--- src/rtl/ulbf_coeffs_pkg.sv ---
// Shared definitions for the ULBF coefficient streaming controller.
// Holds the controller FSM state encoding and the default values of the
// parameters used by ulbf_coeffs_stream_ctrl and ulbf_coeffs_sync_fifo.
package ulbf_coeffs_pkg;

    localparam int unsigned DefaultDataWidth      = 64;
    localparam int unsigned DefaultRamReadLatency = 4;
    localparam int unsigned DefaultAddrWidth      = 16;
    localparam int unsigned DefaultFifoDepth      = 8;

    typedef enum logic [1:0] {
        StIdle  = 2'd0,
        StIssue = 2'd1,
        StDrain = 2'd2,
        StDone  = 2'd3
    } state_e;

endpackage

--- src/rtl/ulbf_coeffs_sync_fifo.sv ---
// Single-clock first-word-fall-through FIFO used as the stream output buffer.
// Ports:
//   clk, rst   clock and asynchronous active-high reset
//   push/wdata write side; a push while full is dropped
//   pop/rdata  read side; rdata shows the head entry, zero while empty
//   empty      no entries stored
//   count      current occupancy, 0..DEPTH
module ulbf_coeffs_sync_fifo
    import ulbf_coeffs_pkg::*;
#(
    parameter int unsigned WIDTH = DefaultDataWidth + 1,
    parameter int unsigned DEPTH = DefaultFifoDepth,
    localparam int unsigned PtrW = $clog2(DEPTH),
    localparam int unsigned CntW = PtrW + 1
) (
    input  logic             clk,
    input  logic             rst,
    input  logic             push,
    input  logic [WIDTH-1:0] wdata,
    input  logic             pop,
    output logic [WIDTH-1:0] rdata,
    output logic             empty,
    output logic [CntW-1:0]  count
);

    logic [WIDTH-1:0] mem_q [DEPTH];
    logic [PtrW-1:0]  wr_ptr_q;
    logic [PtrW-1:0]  rd_ptr_q;
    logic [CntW-1:0]  count_q;
    logic             full;
    logic             do_push;
    logic             do_pop;

    assign empty   = (count_q == '0);
    assign full    = (count_q == CntW'(DEPTH));
    assign do_push = push && !full;
    assign do_pop  = pop && !empty;
    assign count   = count_q;

    // Gate the head with empty so the outputs read zero out of reset without
    // having to reset the storage array.
    assign rdata = empty ? '0 : mem_q[rd_ptr_q];

    always_ff @(posedge clk or posedge rst) begin
        if (rst) begin
            wr_ptr_q <= '0;
            rd_ptr_q <= '0;
            count_q  <= '0;
        end else begin
            if (do_push) begin
                wr_ptr_q <= wr_ptr_q + PtrW'(1);
            end
            if (do_pop) begin
                rd_ptr_q <= rd_ptr_q + PtrW'(1);
            end
            unique case ({do_push, do_pop})
                2'b10:   count_q <= count_q + CntW'(1);
                2'b01:   count_q <= count_q - CntW'(1);
                default: count_q <= count_q;
            endcase
        end
    end

    always_ff @(posedge clk) begin
        if (do_push) begin
            mem_q[wr_ptr_q] <= wdata;
        end
    end

endmodule

--- src/rtl/ulbf_coeffs_stream_ctrl.sv ---
// Streams num_blocks repetitions of a block of block_len RAM words, starting at
// base_addr, out of a fixed-latency RAM read port onto an AXI-Stream master.
// Ports:
//   m_axis_clk, m_axis_rst        clock, asynchronous active-high reset
//   start, base_addr, block_len,  transfer request; operands sampled when the
//   num_blocks                    start is accepted in IDLE
//   enb, addrb, doutb             RAM port B (doutb valid RAM_READ_LATENCY
//                                 cycles after enb)
//   m_axis_tdata/tvalid/tready/   output stream; tlast marks the final word of
//   tlast                         every block
//   busy, done                    busy from accepted start until done; done is a
//                                 one-cycle pulse after the final beat
module ulbf_coeffs_stream_ctrl
    import ulbf_coeffs_pkg::*;
#(
    parameter int unsigned DATA_WIDTH       = DefaultDataWidth,
    parameter int unsigned RAM_READ_LATENCY = DefaultRamReadLatency,
    parameter int unsigned ADDR_WIDTH       = DefaultAddrWidth,
    parameter int unsigned FIFO_DEPTH       = DefaultFifoDepth
) (
    input  logic                  m_axis_clk,
    input  logic                  m_axis_rst,
    input  logic                  start,
    input  logic [ADDR_WIDTH-1:0] base_addr,
    input  logic [ADDR_WIDTH-1:0] block_len,
    input  logic [7:0]            num_blocks,
    output logic                  enb,
    output logic [ADDR_WIDTH-1:0] addrb,
    input  logic [DATA_WIDTH-1:0] doutb,
    output logic [DATA_WIDTH-1:0] m_axis_tdata,
    output logic                  m_axis_tvalid,
    input  logic                  m_axis_tready,
    output logic                  m_axis_tlast,
    output logic                  busy,
    output logic                  done
);

    localparam int unsigned CntW = $clog2(FIFO_DEPTH) + 1;
    localparam logic [CntW:0] DepthVal = (CntW + 1)'(FIFO_DEPTH);

    state_e state_q;
    state_e state_d;

    logic [ADDR_WIDTH-1:0] base_q;
    logic [ADDR_WIDTH-1:0] len_q;
    logic [ADDR_WIDTH-1:0] addr_q;
    logic [ADDR_WIDTH-1:0] word_q;
    logic [7:0]            nblk_q;
    logic [7:0]            blk_q;

    logic [RAM_READ_LATENCY-1:0] pipe_vld_q;
    logic [RAM_READ_LATENCY-1:0] pipe_last_q;

    logic [CntW-1:0]   fifo_count;
    logic [CntW-1:0]   in_flight;
    logic [CntW:0]     outstanding;
    logic              fifo_empty;
    logic [DATA_WIDTH:0] fifo_rdata;

    logic start_empty;
    logic start_run;
    logic room;
    logic last_in_block;
    logic last_read;
    logic pop;
    logic drain_done;

    assign start_empty   = (block_len == '0) || (num_blocks == '0);
    assign start_run     = (state_q == StIdle) && start && !start_empty;
    assign last_in_block = (word_q == len_q - ADDR_WIDTH'(1));
    assign last_read     = last_in_block && (blk_q == nblk_q - 8'd1);
    assign pop           = m_axis_tvalid && m_axis_tready;

    always_comb begin
        in_flight = '0;
        for (int unsigned i = 0; i < RAM_READ_LATENCY; i++) begin
            in_flight = in_flight + CntW'(pipe_vld_q[i]);
        end
    end

    // Reads are only issued while every word already owed to the FIFO still
    // fits, so the buffer can never overflow whatever tready does.
    assign outstanding = {1'b0, fifo_count} + {1'b0, in_flight};
    assign room        = (outstanding < DepthVal);

    // Nothing left in flight and the FIFO is empty or loses its last word now.
    assign drain_done = (in_flight == '0) &&
                        ((fifo_count == '0) || ((fifo_count == CntW'(1)) && pop));

    // ---------------------------------------------------------------- FSM
    always_ff @(posedge m_axis_clk or posedge m_axis_rst) begin
        if (m_axis_rst) begin
            state_q <= StIdle;
        end else begin
            state_q <= state_d;
        end
    end

    always_comb begin
        state_d = state_q;
        unique case (state_q)
            StIdle: begin
                if (start) begin
                    state_d = start_empty ? StDone : StIssue;
                end
            end
            StIssue: begin
                if (enb && last_read) begin
                    state_d = StDrain;
                end
            end
            StDrain: begin
                if (drain_done) begin
                    state_d = StDone;
                end
            end
            StDone:  state_d = StIdle;
            default: state_d = StIdle;
        endcase
    end

    always_comb begin
        enb  = 1'b0;
        busy = 1'b0;
        done = 1'b0;
        unique case (state_q)
            StIssue: begin
                enb  = room;
                busy = 1'b1;
            end
            StDrain: busy = 1'b1;
            StDone:  done = 1'b1;
            default: ;
        endcase
    end

    // ------------------------------------------------------- read sequencer
    // addr_q always holds the address presented on addrb; after the final read
    // it is left alone so addrb keeps the last issued address.
    always_ff @(posedge m_axis_clk or posedge m_axis_rst) begin
        if (m_axis_rst) begin
            base_q <= '0;
            len_q  <= '0;
            nblk_q <= '0;
            addr_q <= '0;
            word_q <= '0;
            blk_q  <= '0;
        end else if (start_run) begin
            base_q <= base_addr;
            len_q  <= block_len;
            nblk_q <= num_blocks;
            addr_q <= base_addr;
            word_q <= '0;
            blk_q  <= '0;
        end else if (enb) begin
            if (last_in_block) begin
                word_q <= '0;
                blk_q  <= blk_q + 8'd1;
                if (!last_read) begin
                    addr_q <= base_q;
                end
            end else begin
                word_q <= word_q + ADDR_WIDTH'(1);
                addr_q <= addr_q + ADDR_WIDTH'(1);
            end
        end
    end

    assign addrb = addr_q;

    // Valid/last tags ride alongside the RAM read latency; the last stage
    // lines up with doutb for the read issued RAM_READ_LATENCY cycles earlier.
    always_ff @(posedge m_axis_clk or posedge m_axis_rst) begin
        if (m_axis_rst) begin
            pipe_vld_q  <= '0;
            pipe_last_q <= '0;
        end else begin
            pipe_vld_q[0]  <= enb;
            pipe_last_q[0] <= enb && last_in_block;
            for (int unsigned i = 1; i < RAM_READ_LATENCY; i++) begin
                pipe_vld_q[i]  <= pipe_vld_q[i-1];
                pipe_last_q[i] <= pipe_last_q[i-1];
            end
        end
    end

    // ---------------------------------------------------------- output FIFO
    ulbf_coeffs_sync_fifo #(
        .WIDTH (DATA_WIDTH + 1),
        .DEPTH (FIFO_DEPTH)
    ) u_fifo (
        .clk   (m_axis_clk),
        .rst   (m_axis_rst),
        .push  (pipe_vld_q[RAM_READ_LATENCY-1]),
        .wdata ({pipe_last_q[RAM_READ_LATENCY-1], doutb}),
        .pop   (pop),
        .rdata (fifo_rdata),
        .empty (fifo_empty),
        .count (fifo_count)
    );

    assign m_axis_tvalid = !fifo_empty;
    assign m_axis_tlast  = fifo_rdata[DATA_WIDTH];
    assign m_axis_tdata  = fifo_rdata[DATA_WIDTH-1:0];

endmodule
--- config.mk ---
export PLATFORM = sky130hd
export DESIGN_NAME = ulbf_coeffs_stream_ctrl
export DESIGN_NICKNAME = d
export VERILOG_FILES = /design/src/rtl/ulbf_coeffs_pkg.sv /design/src/rtl/ulbf_coeffs_sync_fifo.sv /design/src/rtl/ulbf_coeffs_stream_ctrl.sv
export SDC_FILE = /design/constraint.sdc
export NUM_CORES = 1
export LEC_CHECK = 0
export ABC_AREA = 1
export CAP_MARGIN = 20
export CORE_MARGIN = 2
export CORE_UTILIZATION = 57
export CTS_CLUSTER_DIAMETER = 40
export CTS_CLUSTER_SIZE = 16
export DETAILED_ROUTE_END_ITERATION = 10
export PLACE_DENSITY = 0.78
export SLEW_MARGIN = 20
export SYNTH_ARGS = -nofsm -noshare
export SYNTH_HDL_FRONTEND = slang
export SYNTH_SLANG_ARGS = --single-unit
export TNS_END_PERCENT = 100
--- constraint.sdc ---
create_clock -name m_axis_clk -period 13.8 [get_ports m_axis_clk]
set_input_delay 4.14 -clock m_axis_clk [delete_from_list [all_inputs] [get_ports m_axis_clk]]
set_output_delay 4.14 -clock m_axis_clk [all_outputs]
set_load 0.01 [all_outputs]
==> results of run 1 <==
cells in the mapped netlist (3+ instances only):
cell / count
nand4_1: 12
o21ai_1: 3
edfxtp_1: 520
buf_2: 11
a31oi_1: 67
nand3_1: 78
nand3b_1: 3
o21ai_0: 368
nor3_1: 11
buf_1: 10
nand2_1: 270
nor2_2: 6
xor2_1: 35
o22ai_1: 74
inv_1: 85
buf_4: 3
dfrtp_1: 100
xnor2_1: 19
a21oi_1: 5
nor2_4: 4
clkbuf_1: 99
nand2_2: 7
nor2_1: 450
nor4_1: 10
ha_1: 20
sequential cells by signal, indices dropped and copies added, names as in the netlist:
register,count
u_fifo.count,4
pipe_vld_q,4
addrb,16
pipe_last_q,4
len_q,16
state_q,2
u_fifo.rd_ptr_q,3
u_fifo.wr_ptr_q,3
base_q,16
nblk_q,8
word_q,16
blk_q,8
u_fifo.mem_q,520
report_power, final:
| part | switching (uW) | internal, uW | leakage [uW] |
|---|---|---|---|
| Combinational | 1520 | 966 | 0.00394 |
| Clock | 788 | 1030 | 0.00113 |
| Sequential | 203 | 2270 | 0.00596 |
| Total | 2510 | 4270 | 0.0110 |
placed cells by master, fill, tap and decap left out, types with 19 or more instances in the layout:
cell	synthesis	layout
clkbuf_16	0	69
nand2_1	270	269
ha_1	20	20
nor2_1	450	442
clkdlybuf4s50_1	0	192
o22ai_1	74	74
dfrtp_1	100	98
xor2_1	35	35
o21ai_0	368	368
xnor2_1	19	19
edfxtp_1	520	520
inv_1	85	82
nand3_1	78	78
a31oi_1	67	67
logic make-up after synthesis:
| family | count (synthesis) | share of synthesized area (%) |
|---|---|---|
| compound gates | 521 | 10.7 |
| simple gates | 861 | 13.6 |
| xor+xnor | 55 | 1.90 |
| flops | 620 | 69.5 |
| fa+ha+maj | 21 | 1.04 |
| buf+inv | 213 | 3.25 |
layout make-up:
cell class / instances / area share (%)
Sequential cell: 620 / 58.9
Multi-Input combinational cell: 1458 / 23.3
Timing Repair Buffer: 210 / 6.68
Clock buffer: 73 / 5.69
Tap cell: 600 / 2.44
Clock inverter: 54 / 1.80
Inverter: 88 / 1.12
Antenna cell: 4 / 0.0325
worst min-delay path by stage:
stage | slack, ns | start | endpoint
final | 0.31 | pipe_last_q[2] | pipe_last_q[3]
after global routing | 0.33 | pipe_last_q[2] | pipe_last_q[3]
after CTS | 0.31 | pipe_last_q[2] | pipe_last_q[3]
after detailed placement | 0.33 | pipe_last_q[2] | pipe_last_q[3]
after global placement | 0.33 | pipe_last_q[1] | pipe_last_q[2]
after floorplan | 0.33 | pipe_last_q[0] | pipe_last_q[1]
metrics by stage:
stage	utilization, %	power [uW]	std cells	instance area, um2	setup WS [ns]
final	68.0	6780	3107	30800	5.28
after floorplan	-	3990	2291	26100	7.04
after detailed placement	62.8	4970	2976	28500	5.77
after global routing	67.9	7190	3106	30800	5.04
after CTS	67.9	6810	3103	30800	5.05
after global placement	62.8	4880	2976	28500	5.86
routing by layer:
metal  vias up  wire length [um]
met5         -                71
met4        10              1340
met3       107              4590
met2       726             30500
met1      8732             23800
li1       8433                 -
==> reports/metrics.csv, run 1 <==
stage,metric,value,unit
logic_synthesis,Netlist cell types,40,
critical_path,worst path required time,9.66,ns
clock_tree,CTS tree,built,
critical_path,WP buf/inv,3,
run,max cap viols,0,
clock_tree,# Post-CTS Setup Buffers,0,
sta,RSZ-0062 raised after global routing,no,
sta,Achievable Freq,117,MHz
clock_tree,clock buffer depth,3,
logic_synthesis,ys async rst share,16.1,%
global_routing,GR Util met3,4.78,%
power_and_ir_drop,P_leak,0.0110,uW
placement,GPL Wtd Cong,0.903,
detailed_routing,detailed-route DRC error count,0,
critical_path,Crit path max-delay family,buffers and inverters,
layout,area grow syn2layout,18.0,%
logic_synthesis,number of synthesized flops with an enable pin,520,
critical_path,Crit path largest cell delay,0.77,ns
critical_path,worst-path fanout max,172,
placement,Port Buf Inserts,192,
power_and_ir_drop,PwrDens,220,nW/um2
floorplan,die area,47500,um2
logic_synthesis,Mean Syn Cell Area,11.4,um2
logic_synthesis,Synth Flop Type,edfxtp_1,
sta,final period utilization,61.8,%
logic_synthesis,"area leader, netlist",edfxtp_1,
clock_tree,Worst-path clk slew,0.07,ns
global_routing,initial antenna violation count,8,
detailed_routing,Post-DRT Antenna Nets,0,
critical_path,highest-delay cell along the critical path,dfrtp_4,
detailed_routing,TritonRoute pass-1 iters,6,
detailed_routing,Via Count,18000,
layout,Multi-input gate area,7180,um2
global_routing,met1 GRT Util,33.1,%
logic_synthesis,Yosys top cell area share,59.9,%
global_routing,first-pass GRT wire length,95.1,mm
global_routing,gr busiest metal,met2,
logic_synthesis,Post-Syn Instances,2291,
layout,final net count,2576,
logic_synthesis,Post-Syn Nets,2420,
power_and_ir_drop,VDD IR max,0.145,mV
clock_tree,worst-skew pair later-pin latency,0.62,ns
detailed_routing,routed vias/inst,5.80,
layout,# fillers,3172,
critical_path,Crit. End Element,output port,
outcome,status,finished clean,
critical_path,FF-to-FF End,blk_q[4],
critical_path,worst flop-to-flop path startpoint,pipe_vld_q[0],
critical_path,R2R Setup Slk,9.79,ns
critical_path,critical-path cell list,inv_8 -> buf_4 -> o21ai_0 -> o22ai_1 -> o21ai_0 -> a31oi_1 -> clkdlybuf4s50_1,
critical_path,Crit path arrival time,4.38,ns
hold_path,hold crit path type,register to register,
layout,layout cells sized above 1,7.35,%
sta,Clock Skew,0.0314,ns
clock_tree,Post-CTS Resized,0,
detailed_routing,Routed Wire Length,60.3,mm
floorplan,Initial Utilization,57.6,%
floorplan,Core ar.,45300,um2
sta,setup violators final,0,
detailed_routing,routed len/inst,19.4,um
clock_tree,Clock Sinks,620,
sta,Final Hold Fails,0,
clock_tree,hold-fix buffers at CTS,0,
sta,Slew @ Worst Pin,1.11,ns
clock_tree,CTS root buffer,clkbuf_16,
sta,setup tns final,0,ns
global_routing,GRT Total Usage,25.6,%
global_routing,GR Util met2,43.4,%
placement,DPL Wire Length,33.5,mm
critical_path,startpoint types,register,
logic_synthesis,yosys warns,0,
sta,Max Slew Vio Count,0,
logic_synthesis,Seq cells post-synth,620,
floorplan,row cnt,78,
critical_path,worst setup path end,m_axis_tdata[16],
clock_tree,CTS Buf Count,69,
sta,Max-slew headroom,26.3,%
sta,Final min period,8.52,ns
floorplan,Ports,193,
global_routing,vias in the first global route,18000,
critical_path,Crit path top cell by count,o21ai_0,
logic_synthesis,share of the yosys chip area belonging to registers,69.5,%
critical_path,CP Class,register to output port,
hold_path,cell count of the worst hold path,0,
critical_path,crit path from,u_fifo.rd_ptr_q[0],
critical_path,cell count of the worst reg-to-reg path,12,
layout,Reg area,18100,um2
detailed_routing,Iteration-0 DRC Markers,1749,
critical_path,Stages on worst setup path,7,
sta,final hold slack,0.313,ns
logic_synthesis,cell area after synthesis,26100,um2
global_routing,pin count of the biggest net entering global routing,173,
clock_tree,H-tree Lvls,3,
global_routing,total congestion overflow,0,
logic_synthesis,Synth area leaders,"edfxtp_1, dfrtp_1, o21ai_0",
floorplan,Die X,218,um
floorplan,height of the die,218,um
Power figures use the tool's default switching activity.
==> run 2, diff against run 1 <==
--- a/config.mk
+++ b/config.mk
@@ -8,11 +8,11 @@
 export ABC_AREA = 1
 export CAP_MARGIN = 20
 export CORE_MARGIN = 2
-export CORE_UTILIZATION = 57
+export CORE_UTILIZATION = 53
 export CTS_CLUSTER_DIAMETER = 40
 export CTS_CLUSTER_SIZE = 16
 export DETAILED_ROUTE_END_ITERATION = 10
-export PLACE_DENSITY = 0.78
+export PLACE_DENSITY = 0.76
 export SLEW_MARGIN = 20
 export SYNTH_ARGS = -nofsm -noshare
 export SYNTH_HDL_FRONTEND = slang
==> constraint.sdc (replaced) <==
create_clock -name m_axis_clk -period 7.4 [get_ports m_axis_clk]
set_input_delay 2.22 -clock m_axis_clk [delete_from_list [all_inputs] [get_ports m_axis_clk]]
set_output_delay 2.22 -clock m_axis_clk [all_outputs]
set_load 0.01 [all_outputs]
==> reports/metrics.csv, run 2 (synthesized netlist as in run 1, its figures left out) <==
stage,metric,value,unit,change
critical_path,worst-path fanout max,132,,-23%
clock_tree,CTS tree,built,,
sta,setup tns final,0,ns,unchanged
placement,Port Buf Inserts,192,,unchanged
layout,"most common cell after layout, fill and taps aside",edfxtp_1,,
critical_path,Crit. End Element,output port,,
critical_path,CP Class,register to output port,,
layout,final net count,2594,,+0.70%
sta,Max-slew headroom,26.7,%,+0.44 points
critical_path,Crit path arrival time,3.88,ns,-0.50 ns
outcome,status,finished clean,,
sta,Clock Skew,0.0351,ns,+0.00378 ns
detailed_routing,detailed-route DRC error count,0,,unchanged
power_and_ir_drop,P_leak,0.0113,uW,+2.2%
clock_tree,Post-CTS Resized,0,,unchanged
sta,final period utilization,82.4,%,
layout,max FFs per register,520,,unchanged
sta,Achievable Freq,164,MHz,
floorplan,height of the die,226,um,+3.6%
layout,Multi-input gate area,7180,um2,unchanged
global_routing,GRT Total Usage,24.1,%,-1.6 points
layout,# fillers,3556,,+12%
power_and_ir_drop,PwrDens,419,nW/um2,+90%
detailed_routing,Post-DRT Antenna Nets,0,,unchanged
sta,Slew @ Worst Pin,1.10,ns,-0.00926 ns
sta,Max Slew Vio Count,0,,unchanged
global_routing,total congestion overflow,0,,unchanged
layout,fin cells,3196,,+2.9%
placement,placed cell count,3049,,+2.5%
global_routing,first-pass GRT wire length,94.8,mm,-0.27%
layout,area grow syn2layout,20.4,%,
global_routing,pin count of the biggest net entering global routing,147,,-15%
global_routing,initial antenna violation count,10,,+2
clock_tree,Clock Sinks,620,,unchanged
clock_tree,Worst-path clk slew,0.06,ns,about the same
critical_path,worst path required time,5.18,ns,-4.48 ns
layout,layout cells sized above 1,8.39,%,+1.0 points
run,max cap viols,0,,unchanged
sta,RSZ-0062 raised after global routing,no,,
detailed_routing,Routed Wire Length,61.3,mm,+1.6%
floorplan,Ports,193,,unchanged
floorplan,die area,51000,um2,+7.4%
clock_tree,CTS Buf Count,78,,+13%
floorplan,row cnt,81,,+3.8%
hold_path,hold crit path type,register to register,,
layout,Top reg by flops,u_fifo.mem_q,,
sta,Final min period,6.10,ns,
sta,setup violators final,0,,unchanged
clock_tree,clock buffer depth,3,,unchanged
detailed_routing,Iteration-0 DRC Markers,1809,,+3.4%
critical_path,startpoint types,register,,
detailed_routing,Via Count,18200,,+0.79%
clock_tree,hold-fix buffers at CTS,0,,unchanged
sta,Final Hold Fails,0,,unchanged
global_routing,vias in the first global route,17800,,-0.76%
clock_tree,# Post-CTS Setup Buffers,0,,unchanged
power_and_ir_drop,VDD IR max,0.228,mV,+57%
floorplan,Initial Utilization,53.5,%,-4.1 points
clock_tree,worst-skew pair later-pin latency,0.61,ns,about the same
detailed_routing,routed len/inst,19.2,um,-1.2%
clock_tree,H-tree Lvls,3,,unchanged
floorplan,Die X,226,um,+3.6%
placement,GPL Wtd Cong,0.867,,-4.1%
floorplan,Core ar.,48700,um2,+7.7%
detailed_routing,TritonRoute pass-1 iters,5,,-1
clock_tree,CTS root buffer,clkbuf_16,,
placement,DPL Wire Length,34.5,mm,+3.1%
detailed_routing,routed vias/inst,5.68,,-2.0%
layout,most frequent cells in the layout,"edfxtp_1, nor2_1, o21ai_0, nand2_1, clkdlybuf4s50_1",,
layout,Reg area,18100,um2,unchanged
[run 2: critical path, cell delays in order, from the launching register on]
cell	delay (ns)
dfrtp_4	0.72
inv_6	0.73
buf_4	0.42
o21ai_0	0.12
o22ai_1	0.17
o21ai_0	0.10
a31oi_1	0.22
clkdlybuf4s50_1	0.67
[run 2: report_power, final]
group / switching [uW] / internal (uW)
clock network: 1560 / 2310
registers: 348 / 4240
logic: 2870 / 1840
[run 2: layer usage]
| layer | track usage, % | routed length [um] | vias to the layer above |
|---|---|---|---|
| met1 | 31.3 | 25200 | 8805 |
| met2 | 39.2 | 29500 | 700 |
| met5 | 0 | 90 | - |
| li1 | - | - | 8491 |
| met3 | 5.63 | 4800 | 140 |
| met4 | 9.66 | 1790 | 14 |
[run 2: worst paths after layout]
check                                         from          endpoint  slack (ns)  cells past startpoint
worst max-delay path            u_fifo.rd_ptr_q[0]  m_axis_tdata[50]        1.30                      7
worst min-delay path                pipe_last_q[1]    pipe_last_q[2]        0.36                      0
worst max register to register       pipe_vld_q[0]          blk_q[4]        3.54                     12
worst min register to register      pipe_last_q[1]    pipe_last_q[2]        0.36                      0
max in group asynchronous               m_axis_rst         base_q[3]        4.20                      3
min in group asynchronous               m_axis_rst         addrb[11]        2.11                      2
[run 2: area by class of cell]
class / count / area share (%)
antenna: 4 / 0.0319
clock buffer: 83 / 6.48
clock inverter: 60 / 2.10
inverter: 88 / 1.09
multi-input combinational: 1458 / 22.9
sequential: 620 / 57.7
tap: 664 / 2.65
timing repair buffer: 219 / 7.05
[run 2: metrics by stage]
| stage | setup slack (ns) | power [uW] | hold WS (ns) | instance area (um2) | util (%) |
|---|---|---|---|---|---|
| 2_1_floorplan | 2.56 | 7440 | 0.331 | 26100 | - |
| 4_1_cts | 1.33 | 13200 | 0.359 | 31400 | 64.4 |
| 3_5_place_dp | 1.86 | 9330 | 0.341 | 28700 | 58.8 |
| 3_3_place_gp | 1.95 | 9170 | 0.336 | 28600 | 58.7 |
| 6_report | 1.30 | 13200 | 0.356 | 31400 | 64.4 |
| 5_1_grt | 1.10 | 13900 | 0.368 | 31400 | 64.4 |
==> run 3, diff against run 2 <==
--- a/config.mk
+++ b/config.mk
@@ -8,11 +8,11 @@
 export ABC_AREA = 1
 export CAP_MARGIN = 20
 export CORE_MARGIN = 2
-export CORE_UTILIZATION = 53
+export CORE_UTILIZATION = 57
 export CTS_CLUSTER_DIAMETER = 40
 export CTS_CLUSTER_SIZE = 16
 export DETAILED_ROUTE_END_ITERATION = 10
-export PLACE_DENSITY = 0.76
+export PLACE_DENSITY = 0.78
 export SLEW_MARGIN = 20
 export SYNTH_ARGS = -nofsm -noshare
 export SYNTH_HDL_FRONTEND = slang
==> constraint.sdc (replaced) <==
create_clock -name m_axis_clk -period 5.7 [get_ports m_axis_clk]
set_input_delay 1.71 -clock m_axis_clk [delete_from_list [all_inputs] [get_ports m_axis_clk]]
set_output_delay 1.71 -clock m_axis_clk [all_outputs]
set_load 0.01 [all_outputs]
==> reports/metrics.csv, run 3 (synthesized netlist as in run 1, its figures left out) <==
stage,metric,value,unit,change
clock_tree,H-tree Lvls,3,,unchanged
critical_path,FF-to-FF End,blk_q[5],,
critical_path,R2R Setup Slk,2.00,ns,-1.54 ns
critical_path,Crit path top cell by count,o21ai_0,,
floorplan,Die X,218,um,-3.5%
global_routing,vias in the first global route,17900,,+0.42%
detailed_routing,Post-DRT Antenna Nets,0,,unchanged
detailed_routing,Iteration-0 DRC Markers,1748,,-3.4%
layout,# fillers,3072,,-14%
sta,RSZ-0062 raised after global routing,no,,
clock_tree,hold-fix buffers at CTS,0,,unchanged
detailed_routing,detailed-route DRC error count,0,,unchanged
critical_path,cell count of the worst reg-to-reg path,13,,+1
power_and_ir_drop,P_leak,0.0113,uW,-0.19%
placement,GPL Wtd Cong,0.867,,unchanged
critical_path,crit path from,u_fifo.rd_ptr_q[0],,
run,max cap viols,0,,unchanged
layout,Top reg by flops,u_fifo.mem_q,,
hold_path,cell count of the worst hold path,0,,unchanged
clock_tree,CTS tree,built,,
critical_path,critical-path cell list,buf_12 -> buf_16 -> o21ai_0 -> o22ai_1 -> o21ai_0 -> a31oi_1 -> clkdlybuf4s50_1,,
power_and_ir_drop,VDD IR max,0.366,mV,+60%
critical_path,Crit. End Element,output port,,
clock_tree,CTS root buffer,clkbuf_16,,
sta,Slew @ Worst Pin,1.12,ns,+0.0218 ns
detailed_routing,Via Count,18300,,+0.77%
clock_tree,# Post-CTS Setup Buffers,0,,unchanged
global_routing,initial antenna violation count,6,,-4
power_and_ir_drop,PwrDens,539,nW/um2,+29%
critical_path,worst-path fanout max,182,,+38%
critical_path,worst flop-to-flop path startpoint,pipe_vld_q[0],,
global_routing,total congestion overflow,0,,unchanged
hold_path,hold crit path type,register to register,,
global_routing,gr busiest metal,met2,,
sta,Final Hold Fails,0,,unchanged
outcome,status,finished clean,,
sta,setup violators final,0,,unchanged
layout,max FFs per register,520,,unchanged
layout,most frequent cells in the layout,"edfxtp_1, nor2_1, o21ai_0, nand2_1, clkdlybuf4s50_1",,
global_routing,GRT Total Usage,25.5,%,+1.5 points
floorplan,height of the die,218,um,-3.5%
sta,Clock Skew,0.0266,ns,-0.00852 ns
clock_tree,Worst-path clk slew,0.06,ns,about the same
global_routing,pin count of the biggest net entering global routing,262,,+78%
critical_path,worst path required time,3.99,ns,-1.19 ns
clock_tree,worst-skew pair later-pin latency,0.61,ns,about the same
detailed_routing,routed vias/inst,5.84,,+2.9%
layout,"most common cell after layout, fill and taps aside",edfxtp_1,,
global_routing,GR Util met2,42.5,%,+3.3 points
global_routing,GR Util met3,4.99,%,-0.64 points
placement,DPL Wire Length,34.2,mm,-0.98%
critical_path,worst setup path end,m_axis_tdata[19],,
critical_path,Crit path arrival time,3.49,ns,-0.39 ns
clock_tree,Clock Sinks,620,,unchanged
critical_path,Crit path largest cell delay,0.60,ns,-0.13 ns
detailed_routing,routed len/inst,19.3,um,+0.77%
global_routing,first-pass GRT wire length,94.4,mm,-0.45%
sta,Achievable Freq,192,MHz,
clock_tree,CTS Buf Count,73,,-6.4%
floorplan,Initial Utilization,57.6,%,+4.1 points
sta,Max-slew headroom,25.2,%,-1.5 points
floorplan,die area,47500,um2,-6.9%
global_routing,met1 GRT Util,33.4,%,+2.1 points
floorplan,row cnt,78,,-3.7%
floorplan,Ports,193,,unchanged
critical_path,startpoint types,register,,
placement,Port Buf Inserts,192,,unchanged
layout,layout cells sized above 1,8.22,%,-0.16 points
layout,final net count,2599,,+0.19%
floorplan,Core ar.,45300,um2,-7.1%
detailed_routing,Routed Wire Length,60.5,mm,-1.3%
sta,Max Slew Vio Count,0,,unchanged
sta,Final min period,5.20,ns,
critical_path,highest-delay cell along the critical path,clkdlybuf4s50_1,,
critical_path,CP Class,register to output port,,
sta,final period utilization,91.2,%,
clock_tree,clock buffer depth,3,,unchanged
layout,"Core Util, Final",69.0,%,+4.6 points
detailed_routing,TritonRoute pass-1 iters,7,,+2
sta,setup tns final,0,ns,unchanged
clock_tree,Post-CTS Resized,0,,unchanged
layout,area grow syn2layout,19.8,%,
[run 3: layout make-up]
cell class | count | area (um2) | share of cell area (%)
Sequential cell | 620 | 18100 | 58.0
Multi-Input combinational cell | 1458 | 7180 | 23.0
Timing Repair Buffer | 229 | 2330 | 7.47
Clock buffer | 82 | 1910 | 6.12
Tap cell | 600 | 751 | 2.40
Clock inverter | 53 | 601 | 1.92
Inverter | 88 | 343 | 1.10
Antenna cell | 1 | 2.50 | 0.00801
[run 3: how the worst min path moves through the flow]
stage                         startpoint        endpoint  slack [ns]
final                     pipe_last_q[2]  pipe_last_q[3]        0.34
after CTS                 pipe_last_q[2]  pipe_last_q[3]        0.34
after detailed placement  pipe_last_q[1]  pipe_last_q[2]        0.34
after floorplan           pipe_last_q[0]  pipe_last_q[1]        0.33
after global placement    pipe_last_q[1]  pipe_last_q[2]        0.33
after global routing      pipe_last_q[2]  pipe_last_q[3]        0.35
[run 3: metal layers]
| metal | up-vias | wire length [um] |
|---|---|---|
| met5 | - | 68 |
| met4 | 10 | 1570 |
| met3 | 133 | 4990 |
| met2 | 849 | 29500 |
| met1 | 8798 | 24400 |
| li1 | 8499 | - |
[run 3: per-stage QoR]
| stage | hold slack, ns | instances | worst slack (ns) | area, um2 | power (uW) |
|---|---|---|---|---|---|
| 2_1_floorplan | 0.331 | 2291 | 1.31 | 26100 | 9670 |
| 3_3_place_gp | 0.331 | 2992 | 1.20 | 28600 | 11900 |
| 3_5_place_dp | 0.336 | 2993 | 1.18 | 28700 | 12100 |
| 4_1_cts | 0.343 | 3128 | 0.498 | 31200 | 16900 |
| 5_1_grt | 0.351 | 3131 | 0.314 | 31200 | 17800 |
| 6_report | 0.341 | 3131 | 0.502 | 31200 | 16800 |
[run 3: power breakdown]
group	internal, uW	switching, uW	leakage (uW)
Clock	2750	1980	0.00122
Combinational	2440	3790	0.00408
Sequential	5500	386	0.00596
[run 3: critical path, delay by kind of cell, from the launching register on]
kind / cells / cell delay [ns]
compound gates: 4 / 0.85
buf+inv: 3 / 1.45
flops: 1 / 0.45
